==> src/rtl/edge_relax_unit.sv <==
// edge_relax_unit: relaxes every outgoing edge of one popped vertex and pushes improved neighbours to the queue.
module edge_relax_unit #(
  parameter int          QUEUE_DEPTH = 64,
  parameter logic [15:0] DIST_INF    = 16'hFFFF
) (
  input  logic        clk,
  input  logic        reset,
  input  logic        start,
  input  logic [15:0] pop_vertex,
  input  logic [15:0] pop_dist,
  output logic [15:0] dist_addr,
  input  logic [15:0] dist_rdata,
  output logic        dist_we,
  output logic [15:0] dist_wdata,
  output logic [15:0] prev_wdata,
  output logic [15:0] adj_addr,
  input  logic [31:0] adj_rdata,
  input  logic [15:0] queue_length,
  output logic [15:0] in_vertex,
  output logic [15:0] in_prev_vertex,
  output logic [15:0] dist_from_prev,
  output logic        opcode,
  output logic        op_en,
  output logic        busy,
  output logic        done,
  output logic        stale,
  output logic        overflow
);
  typedef enum logic [3:0] {
    IDLE, RD_DIST, CHK_DIST, RD_ROW, GET_ROW, EDGE_RD, NBR_RD, EVAL, PUSH, PUSH_WAIT, FIN
  } state_t;
  localparam logic [15:0] QD = 16'(QUEUE_DEPTH);
  state_t state, next, adv;
  logic ph, ph_n, stale_q, ovf_q, room, push, improve, is_stale, step;
  logic [15:0] vtx, pd, first, cnt, idx, nbr, wt, cand, idx_inc;
  logic [16:0] sum;
  assign sum      = {1'b0, pd} + {1'b0, wt};
  assign cand     = (sum[16] || sum[15:0] == DIST_INF) ? DIST_INF : sum[15:0];
  assign room     = queue_length < QD;
  assign improve  = cand < dist_rdata;
  assign is_stale = pd > dist_rdata;
  assign idx_inc  = idx + 16'd1;
  assign adv      = (idx_inc < cnt) ? EDGE_RD : FIN;
  assign step     = (state == EVAL && !improve) || (state == PUSH && !room) || (state == PUSH_WAIT && ph);
  // ph is a second-cycle marker for the two-cycle states and the stale path's extra FIN cycle
  always_comb begin
    next = state;
    ph_n = 1'b0;
    case (state)
      IDLE:      next = start ? RD_DIST : IDLE;
      RD_DIST:   next = CHK_DIST;
      CHK_DIST:  begin next = is_stale ? FIN : RD_ROW; ph_n = is_stale; end
      RD_ROW:    next = GET_ROW;
      GET_ROW:   next = (adj_rdata[15:0] == 16'd0) ? FIN : EDGE_RD;
      EDGE_RD:   next = NBR_RD;
      NBR_RD:    begin next = ph ? EVAL : NBR_RD; ph_n = !ph; end
      EVAL:      next = improve ? PUSH : adv;
      PUSH:      next = room ? PUSH_WAIT : adv;
      PUSH_WAIT: begin next = ph ? adv : PUSH_WAIT; ph_n = !ph; end
      FIN:       next = ph ? FIN : IDLE;
      default:   next = IDLE;
    endcase
  end
  assign push           = !reset && state == PUSH && room;
  assign dist_we        = push;
  assign op_en          = push;
  assign opcode         = push;
  assign dist_wdata     = push ? cand : 16'd0;
  assign prev_wdata     = push ? vtx : 16'd0;
  assign in_vertex      = push ? nbr : 16'd0;
  assign in_prev_vertex = push ? vtx : 16'd0;
  assign dist_from_prev = push ? cand : 16'd0;
  assign dist_addr      = reset ? 16'd0 : state == RD_DIST ? vtx : ((state == NBR_RD && ph) || push) ? nbr : 16'd0;
  assign adj_addr       = reset ? 16'd0 : state == RD_ROW ? vtx : state == EDGE_RD ? first + idx : 16'd0;
  assign busy           = !reset && state != IDLE;
  assign done           = !reset && state == FIN && !ph;
  assign stale          = !reset && stale_q;
  assign overflow       = !reset && ovf_q;
  always_ff @(posedge clk) begin
    if (reset) begin
      state   <= IDLE;
      ph      <= 1'b0;
      vtx     <= '0;
      pd      <= '0;
      first   <= '0;
      cnt     <= '0;
      idx     <= '0;
      nbr     <= '0;
      wt      <= '0;
      stale_q <= 1'b0;
      ovf_q   <= 1'b0;
    end else begin
      state <= next;
      ph    <= ph_n;
      if (state == IDLE && start) begin
        vtx     <= pop_vertex;
        pd      <= pop_dist;
        stale_q <= 1'b0;
      end
      if (state == GET_ROW) begin
        first <= adj_rdata[31:16];
        cnt   <= adj_rdata[15:0];
        idx   <= 16'd0;
      end
      if (state == NBR_RD && !ph) begin
        nbr <= adj_rdata[31:16];
        wt  <= adj_rdata[15:0];
      end
      if (step) idx <= idx_inc;
      if (state == PUSH && !room) ovf_q <= 1'b1;
      if (state == FIN && ph) stale_q <= 1'b1;
    end
  end
endmodule

==> config.mk <==
export PLATFORM = sky130hd
export DESIGN_NAME = edge_relax_unit
export DESIGN_NICKNAME = d
export VERILOG_FILES = /design/src/rtl/edge_relax_unit.sv
export SDC_FILE = /design/constraint.sdc
export NUM_CORES = 1
export LEC_CHECK = 0
export ABC_AREA = 1
export BUFFER_PORTS_ARGS = -buffer_cell sky130_fd_sc_hd__buf_4
export CORE_MARGIN = 2
export CORE_UTILIZATION = 51
export CTS_BUF_LIST = sky130_fd_sc_hd__clkbuf_16
export DETAILED_ROUTE_END_ITERATION = 8
export GPL_ROUTABILITY_DRIVEN = 0
export MAX_ROUTING_LAYER = met4
export PLACE_DENSITY = 0.84
export SLEW_MARGIN = 30
export SYNTH_ARGS = -nofsm -noshare
export SYNTH_HDL_FRONTEND = slang
export SYNTH_SLANG_ARGS = --single-unit
==> constraint.sdc <==
create_clock -name clk -period 11.52 [get_ports clk]
set_clock_uncertainty 0.1 [all_clocks]
set_input_delay 1.728 -clock clk [delete_from_list [all_inputs] [get_ports clk]]
set_output_delay 1.728 -clock clk [all_outputs]
set_load 0.05 [all_outputs]
==> Word-level counts from Yosys, hierarchy flattened <==
Cells that the tools add are included.
{ "word_totals": {"ff_bits": 119, "in_bits": 99, "output_inout_bits": 119, "elab_cells": 82} }
{ "classes": {"addsub": 3, "order_cmp": 4, "eq_ne": 11, "mux": 25, "reduce_logical": 28} }
{ "op_table": {"columns": ["op", "n"], "rows": [
  ["16-bit two-way mux", 12],
  ["4-bit case mux with 11 select lines", 1],
  ["16-bit < comparator", 2],
  ["4-bit two-way mux", 7],
  ["16-bit by 16-bit adder with 17-bit output", 1],
  ["16-bit by 1-bit adder with 16-bit output, second input constant", 1],
  ["16-bit adder", 1],
  ["16-bit == test, second input constant", 1],
  ["4-bit by 3-bit == test with 1-bit output, second input constant", 4],
  ["16-bit greater-than comparator", 1],
  ["16-bit logical NOT", 1],
  ["16-bit by 7-bit < comparator with 1-bit output, second input constant", 1],
  ["1-bit logical AND", 14],
  ["4-bit == test, second input constant", 3],
  ["4-bit by 2-bit == test with 1-bit output, second input constant", 2],
  ["4-bit by 1-bit == test with 1-bit output, second input constant", 1],
  ["1-bit logical NOT", 4],
  ["4-bit logical NOT", 1],
  ["1-bit logical OR", 4],
  ["1-bit two-way mux", 4],
  ["2-bit nonzero test", 2],
  ["4-bit nonzero test", 1],
  ["1-bit case mux with 2 select lines", 1],
  ["2-bit OR reduction", 1]
]} }

==> Longest topological paths before layout <==
Gate-level depths: netlist (run 1).
{ "depth": {"depth_word": 10, "depth_mapped": 34, "depth_no_buf": 33} }

==> Worst setup path after synthesis (run 1) <==
No wires, ideal clock.
{ "synth_timing": {"path_type": "input to output", "startpoint": "input port queue_length[10]", "endpoint": "output port dist_addr[10]", "arrival_time_ns": 4.335, "required_time_ns": 9.692, "path_slack_ns": 5.357, "path_stages": 12, "path_buffers": 1, "path_cell_list": "nor2_1 nand4_1 nor3_1 inv_1 nor2_1 inv_1 nor2_1 inv_2 nand2_1 clkbuf_1 a21oi_1 a211oi_1"} }
{ "synth_via": {"elab_chain_cells": 6} }
{ "synth_lines": {"columns": ["element", "line", "rtl"], "rows": [
  ["from (decl)", "18", "input logic [15:0] queue_length,"],
  ["16-bit by 7-bit < comparator with 1-bit output", "39", "assign room = queue_length < QD;"],
  ["1-bit logical AND", "64", "assign push = !reset && state == PUSH && room;"],
  ["1-bit logical OR", "73", "assign dist_addr = reset ? 16'd0 : state == RD_DIST ? vtx : ((state == NBR_RD && ph) || push) ? nbr : 16'd0;"],
  ["16-bit two-way mux (3 in a row)", "73", null],
  ["to (decl)", "11", "output logic [15:0] dist_addr,"]
]} }
No other way between the ends.

==> Worst setup path after layout (run 1) <==
{ "layout_timing": {"startpoint": "input port queue_length[10]", "endpoint": "output port dist_addr[8]"} }
The elaborated chain is that of the path after synthesis.

==> results of run 1 <==
## worst min path at each step
stage          slack (ps)                    to                  from  depth (start not counted)
2_1_floorplan         340  cnt[10]$_SDFFE_PP0P_  cnt[10]$_SDFFE_PP0P_                          2
5_1_grt               390    wt[0]$_SDFFE_PP0P_    wt[0]$_SDFFE_PP0P_                          2
3_3_place_gp          350    ovf_q$_SDFFE_PP0P_    ovf_q$_SDFFE_PP0P_                          2
6_report              360  cnt[15]$_SDFFE_PP0P_  cnt[15]$_SDFFE_PP0P_                          2
4_1_cts               360  cnt[15]$_SDFFE_PP0P_  cnt[15]$_SDFFE_PP0P_                          2
3_5_place_dp          360  cnt[15]$_SDFFE_PP0P_  cnt[15]$_SDFFE_PP0P_                          2
## power by group through the flow
stage / Sequential (mW) / Clock, mW / Combinational, mW
final: 0.489 / 0.521 / 0.430
after global routing: 0.492 / 0.542 / 0.471
after CTS: 0.486 / 0.524 / 0.423
after detailed placement: 0.494 / 0 / 0.420
after global placement: 0.494 / 0 / 0.410
after floorplan: 0.481 / 0 / 0.296
## Yosys cell counts, types with 14 or more instances
cell	count	share of area (%)
buf_4	35	3.1
nor2_1	133	5.8
a21oi_1	166	9.7
nand3_1	52	3.0
ha_1	78	11
xor2_1	15	1.5
nand2_1	223	9.8
o21ai_0	105	6.1
clkbuf_1	47	2.1
nand2_2	14	1.0
a211oi_1	21	1.8
dfxtp_1	119	28
nand4_1	29	2.1
inv_1	178	7.8
## sequential cells by signal, summed over array words and instances, names as in the netlist
signal and flops:
stale_q 1, vtx 16, first 16, idx 16
wt 16, cnt 16, pd 16, nbr 16
ovf_q 1, state 4, ph 1
## through the flow
step	total power [mW]	util (%)
after detailed placement	0.9143	60.87
after global routing	1.505	64.36
after global placement	0.9034	60.87
final	1.440	64.36
after floorplan	0.7764	-
after CTS	1.434	64.35
## area by class of cell
type / instances / area, um^2 / area share [%]
multi-input combinational: 903 / 5025 / 47.41
sequential: 119 / 2382 / 22.48
timing repair buffer: 220 / 1652 / 15.58
inverter: 184 / 690.7 / 6.517
clock buffer: 17 / 425.4 / 4.014
tap: 220 / 275.3 / 2.597
clock inverter: 15 / 147.6 / 1.393
## cells by family after synthesis
| kind of cell | synth area share [%] |
|---|---|
| xor+xnor | 1.944 |
| buf+inv | 13.57 |
| simple gates | 24.47 |
| fa+ha+maj | 11.87 |
| flops | 27.84 |
| compound gates | 20.31 |
## per-layer routing
layer,share of wire (%),wire length [um],GRT usage (%)
met1,43,11420,38.77
met2,47,12460,48.08
met3,8.0,2136,5.518
met4,2.7,716,10.52
met5,0,0,-
## worst min-delay path: cells and delay by family (launching register included)
| kind | cells | cell delay (ps) |
|---|---|---|
| DFF | 1 | 290 |
| buffers and inverters | 1 | 60 |
| AOI/OAI and AO/OA | 1 | 60 |
==> qor.txt, run 1 <==
number of max-cap violations - 0
Synth Flop Type - dfxtp_1
post-detailed-route count of antenna-violating nets - 0
CP Max Fanout - 37
Setup-failing EPs final - 0
TritonCTS clock tree - built
Synth Net Count - 1471
Fillers - 1496
largest net degree at the start of global routing - 75
Mapped Area - 0.008558 mm^2
Post-CTS Setup Inserts - 0
Pre-antenna DRT Iters - 5
Post-DP Area - 0.01002 mm^2
Fmax achieved - 155.2 MHz
NetSw - 0.5137 mW
overall routed net length - 26730 um
slew margin rel. - 36.62%
CTS max path bufs - 2
dpl ws - 5138 ps
period utilization - 55.93%
first-pass GRT wire length - 41700 um
outcome - complete, no violations
Vias - 9248
Stages on worst setup path - 14
Top delay family on crit path - simple AND/OR/NAND/NOR gates
worst-case reg-to-reg path depth - 30
post-route insts no fill - 1678
Worst Max-Slew Pin Slew - 950.6 ps
post-cts sizing count - 0
Post-synth EDFFs - 0
reg-to-reg endpoint - state[2]$_SDFF_PP0_
Die Width - 133.5 um
fin area - 0.01060 mm^2
Std-Cell Rows - 47
post-synthesis sequential area ratio - 27.84%
share of cells above drive strength 1 - 19.48%
FF-to-FF setup slack - 6770 ps
asr flop ratio synth - 0%
H-tree Lvls - 4
syn_area_per_cell - 6.624 um^2
area grow syn2layout - 23.83%
Setup crit start - queue_length[10]
initial antenna violation count - 1
clk_lat worst skew - 420 ps
port bufs - 211
Initial Utilization - 51.98%
worst path bufs/invs - 6
Gate power share - 29.9%
Worst Setup EP - dist_addr[8]
DR vias/cell - 5.511
Num CTS Buffers - 17
gr ovfl total - 0
Final #Nets - 1624
DRC viols - 0
vias in the first global route - 8305
Sw Share - 35.67%
Internal Pwr Total - 0.9264 mW
Die H - 133.5 um
ANT cells - 0
leakage power - 5.219 nW
Seq pwr share - 33.9%
post-DP HPWL - 20260 um
most frequent cells in the layout - 223 x nand2_1, 220 x buf_4, 183 x inv_1, 166 x a21oi_1, 131 x nor2_1
Clock Sinks - 119
Critical R2R Launch - pd[0]$_SDFFE_PP0P_
Worst VDD drop - 0.1166 mV
Final Max Slew Viols - 0
overall routing resource usage - 30.26%
setup_tns - 0 ps
unrepaired setup endpoints after global routing - false
synthesis-stage register bit count - 119
I/O pins - 218
DR iter-0 viols - 1073
Final WS setup - 5077 ps
Crit path largest cell delay - 560 ps
Root Buffer - clkbuf_16
slowest stage cell, crit path - nand2_1
power per cell area - 135.9 mW/mm^2
clock-pin slew on the worst setup and hold paths - 50 ps
Hold/Removal Path Class - flip-flop to flip-flop
wire per inst - 15.93 um
Min Hold Slack - 360.0 ps
clock group share of total power - 36.2%
core area - 0.01647 mm^2
commonest non-fill, non-tap cell in the layout - nand2_1
Distinct cells, synth - 39
Fin. Hold Viols - 0
crit path kind - input port to output pin
required time worst endpoint - 9690 ps
Syn Inst Count - 1292
fin crit period - 6443 ps
Inst Count DP - 1646
hold buffers post-CTS - 0
crit-path cells - buf_4, nor2_1, nand4_1, nor3_1, inv_1, nor2_1, inv_1, nor2_1, buf_4, inv_2, nand2_1, a21oi_1, a211oi_1, buf_4
CP Capture Type - output pin
CP startpoint kind - input port
Critical Path AT - 4610 ps
Die Area - 0.01783 mm^2
Synth Warn # - 0
No activity file was read; power rests on OpenSTA's default activity.
==> inputs of run 2 (changes only) <==
--- a/config.mk
+++ b/config.mk
@@ -5,7 +5,7 @@
 export SDC_FILE = /design/constraint.sdc
 export NUM_CORES = 1
 export LEC_CHECK = 0
-export ABC_AREA = 1
+export ABC_AREA = 0
 export BUFFER_PORTS_ARGS = -buffer_cell sky130_fd_sc_hd__buf_4
 export CORE_MARGIN = 2
 export CORE_UTILIZATION = 51
@@ -13,7 +13,7 @@
 export DETAILED_ROUTE_END_ITERATION = 8
 export GPL_ROUTABILITY_DRIVEN = 0
 export MAX_ROUTING_LAYER = met4
-export PLACE_DENSITY = 0.84
+export PLACE_DENSITY = 0.85
 export SLEW_MARGIN = 30
 export SYNTH_ARGS = -nofsm -noshare
 export SYNTH_HDL_FRONTEND = slang
==> constraint.sdc (replaced) <==
create_clock -name clk -period 6.46 [get_ports clk]
set_clock_uncertainty 0.1 [all_clocks]
set_input_delay 0.969 -clock clk [delete_from_list [all_inputs] [get_ports clk]]
set_output_delay 0.969 -clock clk [all_outputs]
set_load 0.05 [all_outputs]
==> run 2 against run 1 <==
Clock power grew 83%. Via count shrank 7.0%. Hold slack lost 3.3 ps. Non-clock buffer count is the same. Routed wire length shrank 3.3%. Total power grew 47%. Sequential share of layout area grew 0.73 points. Die area shrank 4.0%. Sequential power grew 66%. Synthesized cell count shrank 14%. Critical endpoint is now idx[11]$_SDFFE_PP0P_. Largest power group unchanged.
==> qor.txt, run 2 <==
outcome - complete, no violations (unchanged)
Post-synth EDFFs - 0 (unchanged)
Die Area - 0.01711 mm^2 (was 0.01783 mm^2)
top cell type's share of synthesized area - 29.05% (was 27.84%)
fin area - 0.01026 mm^2 (was 0.01060 mm^2)
CTS max path bufs - 2 (unchanged)
Final Max Slew Viols - 0 (unchanged)
Hold Crit Start - cnt[3]$_SDFFE_PP0P_ (was cnt[15]$_SDFFE_PP0P_)
Setup-failing EPs final - 0 (unchanged)
synthesis-stage register bit count - 119 (unchanged)
CP Max Fanout - 16 (was 37)
Fin. Hold Viols - 0 (unchanged)
port bufs - 211 (unchanged)
dominant cells by area after synthesis - dfxtp_1 29%, ha_1 12%, nand2_1 11% (was dfxtp_1 28%, ha_1 11%, nand2_1 9.8%)
DR vias/cell - 5.749 (was 5.511)
CP startpoint kind - flip-flop (was input port)
hold buffers post-CTS - 0 (unchanged)
DR iter-0 viols - 1004 (was 1073)
syn_area_per_cell - 7.343 um^2 (was 6.624 um^2)
required time worst endpoint - 6730 ps (was 9690 ps)
dpl ws - 1073 ps (was 5138 ps)
Synth Flop Type - dfxtp_1 (unchanged)
post-cts sizing count - 0 (unchanged)
overall routed net length - 25860 um (was 26730 um)
Distinct cells, synth - 55 (was 39)
Hold/Removal Path Class - flip-flop to flip-flop (unchanged)
vias in the first global route - 7722 (was 8305)
initial antenna violation count - 1 (unchanged)
number of max-cap violations - 0 (unchanged)
Final #Nets - 1445 (was 1624)
setup_tns - 0 ps (unchanged)
Critical Path AT - 5730 ps (was 4610 ps)
clk_lat worst skew - 420 ps (about the same)
gr ovfl total - 0 (unchanged)
area grow syn2layout - 25.13% (was 23.83%)
slowest stage cell, crit path - a21oi_2 (was nand2_1)
TritonCTS clock tree - built (unchanged)
Worst VDD drop - 0.1947 mV (was 0.1166 mV)
Hold Path Stages - 2 (unchanged)
Initial Utilization - 51.82% (was 51.98%)
post-synthesis sequential area ratio - 29.05% (was 27.84%)
Pre-antenna DRT Iters - 5 (unchanged)
FF-to-FF setup slack - 990 ps (was 6770 ps)
H-tree Lvls - 4 (unchanged)
Std-Cell Rows - 46 (was 47)
Top delay family on crit path - compound AO/OA/AOI/OAI gates (was simple AND/OR/NAND/NOR gates)
Root Buffer - clkbuf_16 (unchanged)
Die Width - 130.8 um (was 133.5 um)
DRC viols - 0 (unchanged)
Mapped Area - 0.008202 mm^2 (was 0.008558 mm^2)
Syn Inst Count - 1117 (was 1292)
Synth Warn # - 0 (unchanged)
Post-CTS Setup Inserts - 0 (unchanged)
period utilization - 84.60%
commonest non-fill, non-tap cell in the layout - nand2_1 (unchanged)
post-DP HPWL - 19340 um (was 20260 um)
Num CTS Buffers - 17 (unchanged)
Synth top cells by count - 243 x nand2_1, 162 x a21oi_1, 119 x dfxtp_1 (was 223 x nand2_1, 178 x inv_1, 166 x a21oi_1)
CP Capture Type - flip-flop (was output pin)
fin crit period - 5465 ps
Synth Net Count - 1296 (was 1471)
Critical R2R Launch - pd[5]$_SDFFE_PP0P_ (was pd[0]$_SDFFE_PP0P_)
most frequent cells in the layout - 242 x nand2_1, 220 x buf_4, 161 x a21oi_1, 119 x dfxtp_1, 78 x ha_1 (was 223 x nand2_1, 220 x buf_4, 183 x inv_1, 166 x a21oi_1, 131 x nor2_1)
Vias - 8600 (was 9248)
unrepaired setup endpoints after global routing - false (unchanged)
largest net degree at the start of global routing - 82 (was 75)
Clock Sinks - 119 (unchanged)
I/O pins - 218 (unchanged)
clock-pin slew on the worst setup and hold paths - 60 ps (was 50 ps)
reg-to-reg endpoint - idx[11]$_SDFFE_PP0P_ (was state[2]$_SDFF_PP0_)
power per cell area - 206.9 mW/mm^2 (was 135.9 mW/mm^2)
Final WS setup - 994.8 ps (was 5077 ps)
post-detailed-route count of antenna-violating nets - 0 (unchanged)
top cell type by total area after synthesis - dfxtp_1 (unchanged)
Post-DP Area - 0.009668 mm^2 (was 0.01002 mm^2)
crit path kind - flip-flop to flip-flop (was input port to output pin)
worst-case reg-to-reg path depth - 18 (was 30)
most common cell in the synthesized netlist - nand2_1 (unchanged)
leakage power - 4.906 nW (was 5.219 nW)
crit-path cells - ha_1, a2111o_1, o21a_1, a221o_1, a21oi_1, o21bai_1, a21oi_2, nand2_1, ha_1, a2111oi_0, o21ai_0, a221oi_1, o21ai_0, a31oi_4, o21ai_4, nor3_4, o21bai_1, a21o_1 (was buf_4, nor2_1, nand4_1, nor3_1, inv_1, nor2_1, inv_1, nor2_1, buf_4, inv_2, nand2_1, a21oi_1, a211oi_1, buf_4)
hold endpoint - cnt[3]$_SDFFE_PP0P_ (was cnt[15]$_SDFFE_PP0P_)
Crit path largest cell delay - 520 ps (was 560 ps)
first-pass GRT wire length - 39320 um (was 41700 um)
slew margin rel. - 30.70% (was 36.62%)
Min Hold Slack - 356.7 ps (was 360.0 ps)
Die H - 130.8 um (was 133.5 um)
Fmax achieved - 183.0 MHz
Worst Max-Slew Pin Slew - 1032 ps (was 950.6 ps)
wire per inst - 17.29 um (was 15.93 um)
overall routing resource usage - 30.26% (about the same)
share of cells above drive strength 1 - 20.80% (was 19.48%)
core area - 0.01583 mm^2 (was 0.01647 mm^2)
worst path bufs/invs - 0 (was 6)
asr flop ratio synth - 0% (unchanged)
## run 2: changes by cell type after synthesis, moves of 14 or more
| cell | previous run | this run |
|---|---|---|
| a211oi_1 | 21 | 7 |
| a21o_1 | 0 | 27 |
| a22oi_1 | 0 | 25 |
| and3_1 | 0 | 49 |
| inv_1 | 178 | 48 |
| nand2_1 | 223 | 243 |
| nand2b_1 | 0 | 24 |
| nand3_1 | 52 | 20 |
| nand4_1 | 29 | 5 |
| nor2_1 | 133 | 55 |
| o21ai_0 | 105 | 26 |
## run 2: layer usage
metal	GRT usage [%]	share of wire, %	vias to the layer above
met3	5.741	7.8	60
met5	-	0	-
li1	-	-	4159
met2	47.79	48	363
met4	9.449	2.5	0
met1	39.41	41	4018
## run 2: where the power goes
part	total [mW]	internal [mW]	switching, mW
clock	0.956	0.600	0.356
sequential	0.814	0.766	0.0477
combinational	0.353	0.136	0.218
## run 2: cell families (layout without fill, tap and decap cells)
family                     after synthesis  after routing  synth area share (%)
AOI/OAI and AO/OA                      299            299                 22.30
and+or+nand+nor                        448            448                 24.73
xor gates and xnor gates                32             32                 3.417
DFF                                    119            119                 29.05
adders and majority gates               80             80                 12.39
buffers and inverters                  138            300                 7.979
muxes                                    1              1                0.1373
other                                    0              1                     0
## run 2: tightest hold or removal path: stages, from the launching register on
cell     delay (ps)
dfxtp_1         310
nand2_1          50
a21oi_1          50
## run 2: cell type report
cell class | instances | area, um^2
antenna | 1 | 2.502
tap | 216 | 270.3
clock inverter | 15 | 161.4
clock buffer | 17 | 425.4
sequential | 119 | 2382
inverter | 48 | 180.2
multi-input combinational | 860 | 5189
fill | 1351 | 5565
timing repair buffer | 220 | 1652
## run 2: how the worst max path moves through the flow
stage,endpoint,from,slack [ps],depth (start not counted)
finish,idx[11]$_SDFFE_PP0P_,pd[5]$_SDFFE_PP0P_,990,18
global route,idx[11]$_SDFFE_PP0P_,pd[5]$_SDFFE_PP0P_,640,18
CTS,idx[11]$_SDFFE_PP0P_,pd[5]$_SDFFE_PP0P_,1030,18
detailed placement,idx[11]$_SDFFE_PP0P_,pd[5]$_SDFFE_PP0P_,1070,18
global placement,idx[11]$_SDFFE_PP0P_,pd[5]$_SDFFE_PP0P_,1250,18
floorplan,idx[7]$_SDFFE_PP0P_,pd[5]$_SDFFE_PP0P_,1880,20
## run 2: per-stage QoR
stage                     utilization (%)  power, mW  std cells
after floorplan                         -      1.033       1117
after global placement              61.05      1.157       1463
after detailed placement            61.08      1.168       1463
after CTS                           64.79      2.115       1495
after global routing                64.84      2.193       1496
final                               64.84      2.123       1496
